`config.mk`:
```
export PLATFORM = sky130hd
export DESIGN_NAME = gsensor_reader
export DESIGN_NICKNAME = d
export VERILOG_FILES = /design/src/rtl/gsensor_reader.sv
export SDC_FILE = /design/constraint.sdc
export NUM_CORES = 1
export LEC_CHECK = 0
export CELL_PAD_IN_SITES_DETAIL_PLACEMENT = 1
export CELL_PAD_IN_SITES_GLOBAL_PLACEMENT = 2
export CORE_ASPECT_RATIO = 0.8
export CORE_UTILIZATION = 40
export DETAILED_ROUTE_END_ITERATION = 8
export PLACE_DENSITY = 0.8
export SYNTH_ARGS = -nofsm -noshare
export SYNTH_HDL_FRONTEND = slang
export SYNTH_SLANG_ARGS = --single-unit
```
`constraint.sdc`:
```
create_clock -name clk -period 5.9 [get_ports clk]
set_clock_uncertainty 0.2 [all_clocks]
set_input_delay 0.59 -clock clk [delete_from_list [all_inputs] [get_ports clk]]
set_output_delay 0.59 -clock clk [all_outputs]
set_load 0.02 [all_outputs]
```
`src/rtl/gsensor_reader.sv`:
```
// gsensor_reader
// SPI master (4-wire, mode 3) for the ADXL345 accelerometer. After reset it
// waits for the sensor to power up, then writes three configuration
// registers. After that it reads X/Y every sample period and presents the
// signed result with a one-cycle valid strobe.
module gsensor_reader #(
   parameter int unsigned SCLK_HALF      = 10,       // clk cycles per SCLK half-period, >= 2
   parameter int unsigned POWERUP_CYCLES = 100_000,  // wait after reset before the first transfer
   parameter int unsigned CS_GAP         = 10,       // cs_n high time between transactions
   parameter int unsigned SAMPLE_CYCLES  = 500_000   // IDLE time between reads
) (
   input  logic               clk,
   input  logic               rst_n,
   output logic               gs_cs_n,
   output logic               gs_sclk,
   output logic               gs_sdi,
   input  logic               gs_sdo,
   output logic signed [15:0] accel_x,
   output logic signed [15:0] accel_y,
   output logic               accel_valid,
   output logic               cfg_done
);

   typedef enum logic [2:0] {
      PWRUP  = 3'd0,
      W_FMT  = 3'd1,
      W_RATE = 3'd2,
      W_PWR  = 3'd3,
      GAP    = 3'd4,
      IDLE   = 3'd5,
      RD_XY  = 3'd6
   } state_t;

   // A transfer is a leading sclk-high half, then two halves per bit.
   // Half 2*N is therefore the final high half of bit N.
   localparam logic [6:0] LAST_HALF_WR    = 7'd32;  // 16-bit write
   localparam logic [6:0] LAST_HALF_RD    = 7'd80;  // 40-bit read
   localparam logic [6:0] FIRST_DATA_RISE = 7'd18;  // rising edge of bit 9 (first data bit)

   state_t       r_state;
   state_t       r_next;       // where GAP goes when it expires
   logic [31:0]  r_cnt;        // shared wait / half-period counter
   logic [6:0]   r_half;       // half-period index within a transfer
   logic [38:0]  r_tx;         // MOSI bits still to be sent (MSB is next)
   logic [31:0]  r_rx;         // MISO data bytes X0,X1,Y0,Y1 (first byte in the MSBs)
   logic         r_pub;        // a completed read is waiting to be published

   logic         w_start;
   state_t       w_start_state;
   logic [39:0]  w_frame;
   logic         w_half_end;
   logic [6:0]   w_half_nxt;
   logic [6:0]   w_last_half;
   state_t       w_after;

   // Decide whether a transfer starts this cycle and which frame it sends.
   always_comb begin
      // NOTE: every signal gets a default first so no path leaves it unassigned (no latch).
      w_start       = 1'b0;
      w_start_state = RD_XY;
      case (r_state)
         PWRUP: if (r_cnt == POWERUP_CYCLES - 1) begin
            w_start       = 1'b1;
            w_start_state = W_FMT;
         end
         GAP: if ((r_cnt == CS_GAP - 1) && (r_next != IDLE)) begin
            w_start       = 1'b1;
            w_start_state = r_next;
         end
         IDLE: if (r_cnt == SAMPLE_CYCLES - 1) begin
            w_start       = 1'b1;
            w_start_state = RD_XY;
         end
         default: ;
      endcase

      // Writes are {R/W=0, MB=0, addr[5:0], data}; the read is {R=1, MB=1, 0x32}.
      case (w_start_state)
         W_FMT:   w_frame = {16'h310B, 24'h0};  // DATA_FORMAT: full-res, +/-16 g
         W_RATE:  w_frame = {16'h2C0A, 24'h0};  // BW_RATE: 100 Hz
         W_PWR:   w_frame = {16'h2D08, 24'h0};  // POWER_CTL: measure
         default: w_frame = {8'hF2, 32'h0};     // multi-byte read from DATAX0
      endcase

      w_half_end  = (r_cnt == SCLK_HALF - 1);
      w_half_nxt  = r_half + 7'd1;
      w_last_half = (r_state == RD_XY) ? LAST_HALF_RD : LAST_HALF_WR;

      case (r_state)
         W_FMT:   w_after = W_RATE;
         W_RATE:  w_after = W_PWR;
         default: w_after = IDLE;
      endcase
   end

   // Sequencer, SPI shifter and output registers.
   always_ff @(posedge clk or negedge rst_n) begin
      if (!rst_n) begin
         // NOTE: the shift registers are reset too; they are small and this keeps state fully defined.
         r_state     <= PWRUP;
         r_next      <= W_FMT;
         r_cnt       <= '0;
         r_half      <= '0;
         r_tx        <= '0;
         r_rx        <= '0;
         r_pub       <= 1'b0;
         gs_cs_n     <= 1'b1;
         gs_sclk     <= 1'b1;
         gs_sdi      <= 1'b0;
         accel_x     <= '0;
         accel_y     <= '0;
         accel_valid <= 1'b0;
         cfg_done    <= 1'b0;
      end else begin
         // NOTE: non-blocking assignments so every register sees pre-edge values.
         accel_valid <= 1'b0;
         if (w_start) begin
            // cs_n falls with the command MSB already on MOSI; sclk stays high for one half.
            r_state <= w_start_state;
            r_cnt   <= '0;
            r_half  <= '0;
            r_tx    <= w_frame[38:0];
            gs_sdi  <= w_frame[39];
            gs_cs_n <= 1'b0;
         end else begin
            case (r_state)
               PWRUP, IDLE: r_cnt <= r_cnt + 32'd1;
               GAP: begin
                  if (r_pub && (r_cnt == 32'd0)) begin
                     accel_x     <= {r_rx[23:16], r_rx[31:24]};
                     accel_y     <= {r_rx[7:0], r_rx[15:8]};
                     accel_valid <= 1'b1;
                     r_pub       <= 1'b0;
                  end
                  if (r_cnt == CS_GAP - 1) begin
                     r_state <= IDLE;
                     r_cnt   <= '0;
                  end else begin
                     r_cnt <= r_cnt + 32'd1;
                  end
               end
               default: begin
                  if (!w_half_end) begin
                     r_cnt <= r_cnt + 32'd1;
                  end else begin
                     r_cnt <= '0;
                     if (r_half == w_last_half) begin
                        // Last high half done: release the bus.
                        gs_cs_n <= 1'b1;
                        gs_sdi  <= 1'b0;
                        r_state <= GAP;
                        r_next  <= w_after;
                        if (r_state == W_PWR) cfg_done <= 1'b1;
                        if (r_state == RD_XY) r_pub <= 1'b1;
                     end else begin
                        r_half <= w_half_nxt;
                        if (w_half_nxt[0]) begin
                           // Falling edge; the first bit is already on MOSI.
                           gs_sclk <= 1'b0;
                           if (w_half_nxt >= 7'd3) begin
                              gs_sdi <= r_tx[38];
                              r_tx   <= {r_tx[37:0], 1'b0};
                           end
                        end else begin
                           // Rising edge; capture MISO only in the data phase of a read.
                           gs_sclk <= 1'b1;
                           if ((r_state == RD_XY) && (w_half_nxt >= FIRST_DATA_RISE))
                              r_rx <= {r_rx[30:0], gs_sdo};
                        end
                     end
                  end
               end
            endcase
         end
      end
   end

endmodule

```
==> results_tabular.tex, run 1 <==
\begin{tabular}{lr}
\hline
Metric & Value \\
\hline
\multicolumn{2}{l}{\textbf{CTS}} \\
\quad Latest clock arrival within the worst-skew pair & between 0.4 and 0.5 ns \\
\quad Post CTS Setup Buffer Count & 0 \\
\quad CTS Buf Count & 17 \\
\quad Clock transition time at the flip-flop clock pins of the worst setup and hold paths & roughly 0.06 ns \\
\quad Longest Clk Path Bufs & 2 \\
\quad CTS sink cnt & 130 \\
\quad Hold Buf Count CTS & 0 \\
\quad Clock tree from TritonCTS & done \\
\quad H-tree lvl count & 4 \\
\quad Clock tree root buffer cell & clkbuf\_16 \\
\quad Post-cts gate resize count & 0 \\
\multicolumn{2}{l}{\textbf{Routing}} \\
\quad Initial DRC count & 169 \\
\quad Residual DRC count & 0 \\
\quad Average via count per standard cell & about 5.2 \\
\quad Via Count & 4179 \\
\quad Final WL & 14.1 mm \\
\quad Drt pass-1 iters & 4 \\
\quad Antenna viol nets, final & 0 \\
\quad Mean routed wirelength per cell & about 18 µm \\
\multicolumn{2}{l}{\textbf{Pwr}} \\
\quad Maximum VDD drop & 0.174 mV \\
\quad Total power after layout & 1.99 mW \\
\quad P\_leak & 3.42 nW \\
\quad Cell area power density & 271 nW/µm² \\
\multicolumn{2}{l}{\textbf{Yosys}} \\
\quad Synth top cells by count & dfrtp\_1 (127), nor2\_1 (45), nand2\_1 (39) \\
\quad Proportion of netlist area held by the largest area contributor & 51.1\% \\
\quad Synth warn & 0 \\
\quad Leading post-synthesis cells by cell area & dfrtp\_1 (51\%), mux2\_4 (7.2\%), mux2\_2 (5.4\%) \\
\quad Cell taking the most area after synthesis & dfrtp\_1 \\
\quad Count leader, synth & dfrtp\_1 \\
\quad Netlist cell types & 60 \\
\quad Netlist Area Pre-Place & between 6000 and 7000 µm² \\
\quad Avg Synthesized Cell Area & 11.6 µm² \\
\quad Sequential element share of the synthesized area & 52.4\% \\
\quad Instance count of the mapped netlist & 537 \\
\quad Number of enable flip-flop cells after synthesis & 0 \\
\quad Share of synthesized registers carrying an async set or reset & between 90\% and 100\% \\
\quad Primary flip-flop cell chosen by synthesis mapping & dfrtp\_1 \\
\quad Synthesized net count & 547 \\
\quad Count of state elements after synthesis & 130 \\
\multicolumn{2}{l}{\textbf{Setup path}} \\
\quad Startpoint type of the worst setup path & register \\
\quad Signal arrival time at the worst endpoint & 3.46 ns \\
\quad Crit path max fanout & 32 \\
\quad Worst setup path category & reg -> reg \\
\quad Data required time at the worst endpoint & 6.00 ns \\
\quad Peak per-stage delay on the critical path & just under 0.6 ns \\
\quad Crit path max-delay cell type & a211o\_4 \\
\quad Ordered list of cells on the worst path & inv\_1, ha\_1, nor4\_1, a31oi\_1, o21ai\_0, a211o\_4, mux2\_2 \\
\quad Critical path capture point type & register \\
\multicolumn{2}{l}{\textbf{Final layout}} \\
\quad Ratio of cells with drive above 1 in the final layout & $\sim$21\% \\
\quad Ant. Diodes & 0 \\
\quad Total Nets Final & 586 \\
\quad Share of the core filled with cells in the final layout & 48.5\% \\
\quad Area growth from synthesis to layout & 17.9\% \\
\multicolumn{2}{l}{\textbf{STA}} \\
\quad Final-report max-slew violation count & 0 \\
\quad Setup slack of the critical path after layout & 2.55 ns \\
\quad RSZ-0062 raised after global routing & no \\
\quad Post-route fraction of the period consumed by the critical path & 56.8\% \\
\quad Hold Slack & around 0.07 ns \\
\quad Post-route minimum period & 3.35 ns \\
\quad Final hold violation count & 0 \\
\quad Setup Viol. Count Final & 0 \\
\quad Max\_slew headroom & 16.0\% \\
\quad Transition time at the pin with the least slew margin & 1.26 ns \\
\quad Setup\_tns & 0 ns \\
\quad Maximum clock frequency & 298 MHz \\
\multicolumn{2}{l}{\textbf{Flow run}} \\
\quad Count of maximum capacitance violations & 0 \\
\multicolumn{2}{l}{\textbf{Die}} \\
\quad Overall die height & 114 µm \\
\quad Effective utilization at floorplan & 41.2\% \\
\quad Die area & roughly 16000 µm² \\
\quad Width of the die & approximately 140 µm \\
\quad Standard-cell row count & 40 \\
\quad CORE AREA & 15100 µm² \\
\quad Number of primary I/O pins & 40 \\
\multicolumn{2}{l}{\textbf{Global route}} \\
\quad Initial antenna violation count & 0 \\
\quad All-Layer GR Usage & 19.7\% \\
\quad Via count of the first global-routing pass & 4523 \\
\quad Largest net degree at the start of global routing & 68 \\
\quad Total gr overflow & 0 \\
\quad First-pass GRT wire length & between 20 and 25 mm \\
\multicolumn{2}{l}{\textbf{Placed design}} \\
\quad GP Congestion & 0.810 \\
\quad Post-Place Worst Slack & 2.77 ns \\
\quad I/O Buffers & 39 \\
\quad Detailed-placement wirelength estimate & around 9.3 mm \\
\multicolumn{2}{l}{\textbf{Worst hold path}} \\
\quad HP Class & in -> async \\
\multicolumn{2}{l}{\textbf{Outcome}} \\
\quad Outcome & finished, final reports clean \\
\hline
\end{tabular}
==> placed cells by master (no fill, tap or decap), types with 4 or more instances in the layout <==
master / count
dfrtp_1: 127
nor2_1: 45
nand2_1: 39
clkdlybuf4s50_1: 38
mux2_2: 30
mux2_4: 30
nand3_1: 24
a21oi_1: 22
o21ai_0: 21
xnor2_1: 21
clkbuf_16: 17
nor3_1: 16
inv_1: 14
xor2_1: 14
and3_1: 11
nand4_1: 10
ha_1: 7
a31oi_1: 6
or3_1: 5
buf_4: 5
a21o_1: 4
or2_2: 4
mux2_1: 4
nor4_2: 4
==> logic make-up (layout without fill, tap and decap cells) <==
| logic type | after synthesis | count (layout) | share of synthesized area (%) |
|---|---|---|---|
| compound gates | 76 | 76 | 7.88 |
| xor+xnor | 35 | 35 | 4.93 |
| fa+ha+maj | 7 | 7 | 1.41 |
| buf+inv | 37 | 89 | 3.60 |
| flops | 130 | 130 | 52.4 |
| mux | 65 | 65 | 13.6 |
| simple gates | 187 | 187 | 16.3 |
==> layer usage <==
metal  part of all wire (%)  vias to the layer above  GRT usage (%)
met3                    2.5                       10           4.83
met5                      0                        -              0
met2                     46                       43           29.6
met4                   0.97                        0           5.73
li1                       -                     1988              -
met1                     51                     2138           28.1
==> path summary, 6_finish.rpt <==
path,start,endpoint,slack (ns),cells past startpoint
worst min register to register,r_tx[24],r_tx[24],0.28,1
worst max register to register,r_half[0],r_rx[1],2.55,7
max in group asynchronous,rst_n,r_rx[17],4.10,2
worst max-delay path,r_half[0],r_rx[1],2.55,7
worst min-delay path,rst_n,r_half[5],0.07,1
min in group clk,r_tx[24],r_tx[24],0.28,1
==> stage by stage <==
| stage | area (µm²) | std cells |
|---|---|---|
| 6_report | 7330 | 799 |
| 5_1_grt | 7330 | 799 |
| 4_1_cts | 7330 | 799 |
| 3_5_place_dp | 6730 | 767 |
| 3_3_place_gp | 6730 | 767 |
| 2_1_floorplan | 6220 | 537 |
==> layout make-up <==
class                   instances  area (µm²)
clock buffers                  20         447
fillers                      1617        7780
clock inverters                12         155
inverters                      14        52.6
multi-input cells             370        2740
well taps                     210         263
repair buffers                 43         418
flip-flops and latches        130        3260
==> power by group <==
part / switching, mW / internal, mW / total (mW)
logic: 0.0174 / 0.00164 / 0.0190
clock network: 0.402 / 0.677 / 1.08
registers: 0.000268 / 0.892 / 0.893
total: 0.420 / 1.57 / 1.99
==> critical path: cells and delay by family (launching register included) <==
| family | cells | cell delay, ns |
|---|---|---|
| DFF | 1 | 0.51 |
| AOI/OAI and AO/OA | 3 | 1.08 |
| and+or+nand+nor | 1 | 0.43 |
| buffers and inverters | 1 | 0.21 |
| muxes | 1 | 0.41 |
| adders and majority gates | 1 | 0.36 |
==> registers in the layout, indices dropped and copies added (netlist names) <==
register / cells
cfg_done: 1
r_next: 3
r_pub: 1
gs_sclk: 1
r_rx: 32
gs_sdi: 1
gs_cs_n: 1
r_half: 7
accel_valid: 1
accel_x: 16
r_cnt: 32
accel_y: 16
r_tx: 15
r_state: 3
Power figures use the tool's default switching activity.
==> run 2: changes to the inputs <==
Clock period 5.9 ns to 3.5 ns, I/O delays scaled along.
==> run 2 against run 1 <==
Clock power up 53%. Power up 60%. Register-to-register slack worse by 2.3 ns. Utilization down 0.066 points. Non-clock buffer count up 4. Critical path depth unchanged. Sequential power up 68%.
==> results_tabular.tex, run 2 (synthesis results as in run 1) <==
\begin{tabular}{lr}
\hline
Metric & Value \\
\hline
\multicolumn{2}{l}{\textbf{Routing}} \\
\quad Average via count per standard cell & between 5 and 6 \\
\quad Mean routed wirelength per cell & 17.5 µm \\
\quad Final WL & 14.1 mm \\
\quad Via Count & 4216 \\
\quad Drt pass-1 iters & 4 \\
\quad Antenna viol nets, final & 0 \\
\quad Initial DRC count & 180 \\
\quad Residual DRC count & 0 \\
\multicolumn{2}{l}{\textbf{STA}} \\
\quad Setup\_tns & 0 ns \\
\quad Final-report max-slew violation count & 0 \\
\quad RSZ-0062 raised after global routing & no \\
\quad Setup Viol. Count Final & 0 \\
\quad Transition time at the pin with the least slew margin & 0.706 ns \\
\quad Max\_slew headroom & 52.6\% \\
\quad Post-route minimum period & $\sim$3.2 ns \\
\quad Maximum clock frequency & 308 MHz \\
\quad Post-route fraction of the period consumed by the critical path & $\sim$93\% \\
\quad Final hold violation count & 0 \\
\multicolumn{2}{l}{\textbf{Setup path}} \\
\quad Worst setup path category & reg -> reg \\
\quad Critical path capture point type & register \\
\quad Register-to-register path setup slack & 0.26 ns \\
\quad Data required time at the worst endpoint & about 3.6 ns \\
\quad Startpoint type of the worst setup path & register \\
\quad Signal arrival time at the worst endpoint & 3.35 ns \\
\quad Crit path max fanout & 32 \\
\multicolumn{2}{l}{\textbf{Placed design}} \\
\quad I/O Buffers & 39 \\
\quad Placed Cells & just under 800 \\
\quad GP Congestion & about 0.85 \\
\quad Detailed-placement wirelength estimate & 9.66 mm \\
\multicolumn{2}{l}{\textbf{CTS}} \\
\quad Clock tree from TritonCTS & done \\
\quad Longest Clk Path Bufs & 2 \\
\quad Post-cts gate resize count & 0 \\
\quad Latest clock arrival within the worst-skew pair & between 0.4 and 0.5 ns \\
\quad Clock transition time at the flip-flop clock pins of the worst setup and hold paths & 0.06 ns \\
\quad H-tree lvl count & 4 \\
\quad CTS Buf Count & 17 \\
\quad Post CTS Setup Buffer Count & 0 \\
\quad Clock tree root buffer cell & clkbuf\_16 \\
\quad CTS sink cnt & 130 \\
\multicolumn{2}{l}{\textbf{Final layout}} \\
\quad Registers with the most flip-flops & r\_cnt: 32 flops, r\_rx: 32 flops \\
\quad Layout Cells excl Fill & $\sim$800 \\
\quad Area growth from synthesis to layout & 17.7\% \\
\quad Ant. Diodes & 0 \\
\quad Most common cell after layout, fill and taps aside & dfrtp\_1 \\
\quad Layout filler cell count & 1635 \\
\quad Share of the core filled with cells in the final layout & between 40\% and 50\% \\
\quad Total Nets Final & 590 \\
\quad Most frequent cells in the layout & dfrtp\_1 (127), nor2\_1 (45), nand2\_1 (39), clkdlybuf4s50\_1 (38) \\
\quad Ratio of cells with drive above 1 in the final layout & 21.1\% \\
\multicolumn{2}{l}{\textbf{Pwr}} \\
\quad Sequential share of power & 47.2\% \\
\quad P\_leak & roughly 3.4 nW \\
\quad Combinational fraction of design power & 1.1\% \\
\quad Switching component of the power & about 0.71 mW \\
\quad Int Power & 2.48 mW \\
\quad Maximum VDD drop & 0.376 mV \\
\quad Clock network fraction of total power & 51.7\% \\
\quad Switching power as a share of total power & 22.2\% \\
\quad Cell area power density & 436 nW/µm² \\
\multicolumn{2}{l}{\textbf{Die}} \\
\quad Overall die height & 114 µm \\
\quad Effective utilization at floorplan & 41.2\% \\
\quad Width of the die & 141 µm \\
\quad Number of primary I/O pins & 40 \\
\quad Standard-cell row count & 40 \\
\quad Die area & 16100 µm² \\
\quad CORE AREA & 15100 µm² \\
\multicolumn{2}{l}{\textbf{Flow run}} \\
\quad Count of maximum capacitance violations & 0 \\
\multicolumn{2}{l}{\textbf{Global route}} \\
\quad Total gr overflow & 0 \\
\quad First-pass GRT wire length & $\sim$24 mm \\
\quad Initial antenna violation count & 0 \\
\quad All-Layer GR Usage & $\sim$19\% \\
\quad Via count of the first global-routing pass & roughly 4500 \\
\quad Largest net degree at the start of global routing & 59 \\
\multicolumn{2}{l}{\textbf{Worst hold path}} \\
\quad HP Class & in -> async \\
\multicolumn{2}{l}{\textbf{Outcome}} \\
\quad Outcome & finished, final reports clean \\
\hline
\end{tabular}
[run 2: layer usage]
metal / share of wire [%] / vias up / global-route usage (%)
li1: - / 1993 / -
met1: 49 / 2153 / 26.4
met2: 47 / 53 / 30.5
met3: 2.6 / 17 / 4.16
met4: 1.1 / 0 / 7.10
met5: 0 / - / 0
[run 2: metrics by stage]
stage | area (µm²) | setup slack (ns) | power [mW] | hold WS [ns]
floorplan | 6220 | 0.900 | 1.53 | -0.146
global placement | 6770 | 0.564 | 1.57 | 0.130
detailed placement | 6770 | 0.276 | 1.57 | 0.133
CTS | 7320 | 0.278 | 3.23 | 0.238
global route | 7320 | 0.0701 | 3.30 | 0.263
finish | 7320 | 0.256 | 3.19 | 0.222
[run 2: power by group through the flow]
stage          clock (mW)  sequential [mW]  combinational [mW]
4_1_cts              1.69             1.50              0.0392
2_1_floorplan           0             1.53            0.000529
3_5_place_dp            0             1.53              0.0376
5_1_grt              1.76             1.50              0.0428
6_report             1.65             1.50              0.0356
3_3_place_gp            0             1.53              0.0366
[run 2: path summary, 6_finish.rpt]
path,from,endpoint,depth (start not counted)
min,rst_n,r_rx[6],2
max,r_half[0],r_rx[0],7
min in group clk,r_tx[37],r_tx[37],2
max in group asynchronous,rst_n,r_rx[4],3
max reg2reg,r_half[0],r_rx[0],7
min reg2reg,r_tx[37],r_tx[37],2
[run 2: timing repair]
action / in CTS / in global routing
endpoints found under the setup margin: 0 / 0
hold endpoints to repair: 31 / 0
hold buffers: 1 / 0
[run 2: layout make-up]
cell class	instances	area [µm²]	share of cell area [%]
Clock buffer	19	433	5.91
Clock inverter	13	114	1.56
Inverter	14	52.6	0.718
Multi-Input combinational cell	370	2740	37.4
Sequential cell	130	3260	44.5
Tap cell	210	263	3.59
Timing Repair Buffer	47	463	6.32
[run 2: critical path, stage by stage (launching register included)]
cell	delay [ns]
dfrtp_1	0.51
inv_1	0.22
ha_1	0.38
nor4_1	0.45
a31oi_1	0.15
o21ai_0	0.24
a211o_4	0.54
mux2_2	0.40
==> run 3: changes to the inputs <==
Settings changed: CORE_MARGIN set to 10.
==> run 3 against run 2 <==
Hold slack gained 0.050 ns. Final cell count grew 0.50%. Combinational power shrank 3%. Final area grew 1.1%. Global-route usage shrank 4.8 points. Sequential cell count is the same. Die area grew 31%. Non-clock buffer count grew 5. First-iteration DRC count grew 11%. Count of clock-buffer cells in the layout grew 1. Setup slack gained 0.097 ns. Highest routed layer unchanged. Via count grew 2.0%. Critical endpoint is now r_rx[20].
==> results_tabular.tex, run 3 (synthesis results as in run 1) <==
\begin{tabular}{lr}
\hline
Metric & Value \\
\hline
\multicolumn{2}{l}{\textbf{Outcome}} \\
\quad Outcome & finished, final reports clean \\
\multicolumn{2}{l}{\textbf{CTS}} \\
\quad CTS Buf Count & 17 \\
\quad Latest clock arrival within the worst-skew pair & 0.41 ns \\
\quad Clock tree root buffer cell & clkbuf\_16 \\
\quad H-tree lvl count & 4 \\
\quad Clock transition time at the flip-flop clock pins of the worst setup and hold paths & 0.06 ns \\
\quad Clock tree from TritonCTS & done \\
\quad CTS sink cnt & 130 \\
\quad Longest Clk Path Bufs & 2 \\
\quad Post-cts gate resize count & 0 \\
\quad Hold Buf Count CTS & 1 \\
\quad Post CTS Setup Buffer Count & 0 \\
\multicolumn{2}{l}{\textbf{STA}} \\
\quad Max\_slew headroom & 33.5\% \\
\quad Transition time at the pin with the least slew margin & roughly 1.0 ns \\
\quad Post-route fraction of the period consumed by the critical path & 89.9\% \\
\quad Maximum clock frequency & 318 MHz \\
\quad Final-report max-slew violation count & 0 \\
\quad Setup Viol. Count Final & 0 \\
\quad Hold Slack & between 0.2 and 0.3 ns \\
\quad Post-route minimum period & 3.15 ns \\
\quad Setup slack of the critical path after layout & about 0.35 ns \\
\quad Setup\_tns & 0 ns \\
\quad Final hold violation count & 0 \\
\quad RSZ-0062 raised after global routing & no \\
\multicolumn{2}{l}{\textbf{Setup path}} \\
\quad Signal arrival time at the worst endpoint & between 3 and 4 ns \\
\quad Data required time at the worst endpoint & between 3 and 4 ns \\
\quad Worst setup path category & reg -> reg \\
\quad Startpoint type of the worst setup path & register \\
\quad Critical path capture point type & register \\
\quad Crit path max fanout & 20 \\
\multicolumn{2}{l}{\textbf{Final layout}} \\
\quad Ratio of cells with drive above 1 in the final layout & 21.9\% \\
\quad Total Nets Final & 595 \\
\quad Most frequent cells in the layout & dfrtp\_1 (127), nor2\_1 (45), nand2\_1 (39), clkdlybuf4s50\_1 (38) \\
\quad Area growth from synthesis to layout & 19.0\% \\
\quad Area of the multi-input gates & about 2700 µm² \\
\quad Ant. Diodes & 0 \\
\quad Area taken by flip-flops and latches & 3260 µm² \\
\quad Non-Filler Cell Area, Final & $\sim$7400 µm² \\
\quad Layout filler cell count & 1645 \\
\quad Most common cell after layout, fill and taps aside & dfrtp\_1 \\
\quad Registers with the most flip-flops & r\_cnt: 32 flops, r\_rx: 32 flops \\
\multicolumn{2}{l}{\textbf{Pwr}} \\
\quad Maximum VDD drop & 0.351 mV \\
\quad P\_leak & around 3.4 nW \\
\quad Cell area power density & $\sim$450 nW/µm² \\
\multicolumn{2}{l}{\textbf{Routing}} \\
\quad Drt pass-1 iters & 4 \\
\quad Initial DRC count & 200 \\
\quad Via Count & 4300 \\
\quad Antenna viol nets, final & 0 \\
\quad Final WL & 14.6 mm \\
\quad Residual DRC count & 0 \\
\quad Average via count per standard cell & 5.33 \\
\quad Mean routed wirelength per cell & 18.1 µm \\
\multicolumn{2}{l}{\textbf{Die}} \\
\quad Die area & roughly 21000 µm² \\
\quad CORE AREA & 15100 µm² \\
\quad Standard-cell row count & 40 \\
\quad Effective utilization at floorplan & between 40\% and 50\% \\
\quad Width of the die & approximately 160 µm \\
\quad Number of primary I/O pins & 40 \\
\quad Overall die height & approximately 130 µm \\
\multicolumn{2}{l}{\textbf{Flow run}} \\
\quad Count of maximum capacitance violations & 0 \\
\multicolumn{2}{l}{\textbf{Placed design}} \\
\quad Post-Place Worst Slack & 0.386 ns \\
\quad Detailed-placement wirelength estimate & $\sim$10 mm \\
\quad GP Congestion & 0.869 \\
\quad Placed standard-cell area & 6790 µm² \\
\quad I/O Buffers & 39 \\
\multicolumn{2}{l}{\textbf{Global route}} \\
\quad First-pass GRT wire length & 25.1 mm \\
\quad Largest net degree at the start of global routing & 109 \\
\quad All-Layer GR Usage & around 15\% \\
\quad Via count of the first global-routing pass & 4597 \\
\quad Initial antenna violation count & 0 \\
\quad Total gr overflow & 0 \\
\multicolumn{2}{l}{\textbf{Worst hold path}} \\
\quad HP Class & reg -> reg \\
\hline
\end{tabular}
## run 3: per-layer routing
layer / global-route usage [%] / routed length (µm) / vias up / part of all wire, %
li1: - / - / 2006 / -
met1: 19.4 / 6990 / 2230 / 48
met2: 23.0 / 7040 / 47 / 48
met3: 3.15 / 354 / 17 / 2.4
met4: 5.09 / 200 / 0 / 1.4
met5: 0 / 0 / - / 0
## run 3: cell type report
| type | instances | share of cell area (%) |
|---|---|---|
| clock buffers | 20 | 6.31 |
| clock inverters | 11 | 1.76 |
| inverters | 14 | 0.710 |
| multi-input cells | 370 | 37.0 |
| flip-flops and latches | 130 | 44.0 |
| well taps | 210 | 3.55 |
| repair buffers | 52 | 6.64 |
## run 3: worst paths after layout
kind	startpoint	end	slack, ns	cells after the start
worst min-delay path	cfg_done	cfg_done	0.27	1
max in group asynchronous	rst_n	r_rx[20]	1.84	3
worst max register to register	r_half[0]	r_rx[20]	0.35	8
worst max-delay path	r_half[0]	r_rx[20]	0.35	8
min in group asynchronous	rst_n	r_cnt[4]	0.44	2
worst min register to register	cfg_done	cfg_done	0.27	1
## run 3: metrics by stage
step	util [%]	std cells	power, mW
floorplan	-	537	1.53
global placement	45.0	775	1.57
detailed placement	45.0	775	1.57
CTS	49.0	807	3.38
global route	49.0	807	3.46
finish	49.0	807	3.32
## run 3: worst max-delay path, cell delays in order (launching register included)
cell     delay [ns]
dfrtp_1        0.51
inv_1          0.21
ha_1           0.36
nor4_1         0.38
a31oi_1        0.14
o21ai_0        0.25
a211o_4        0.41
buf_4          0.25
mux2_4         0.30
## run 3: report_power, final
group / internal, mW / switching [mW] / total [mW]
combinational: 0.00462 / 0.0299 / 0.0345
sequential: 1.50 / 0.000423 / 1.50
clock: 1.10 / 0.679 / 1.78
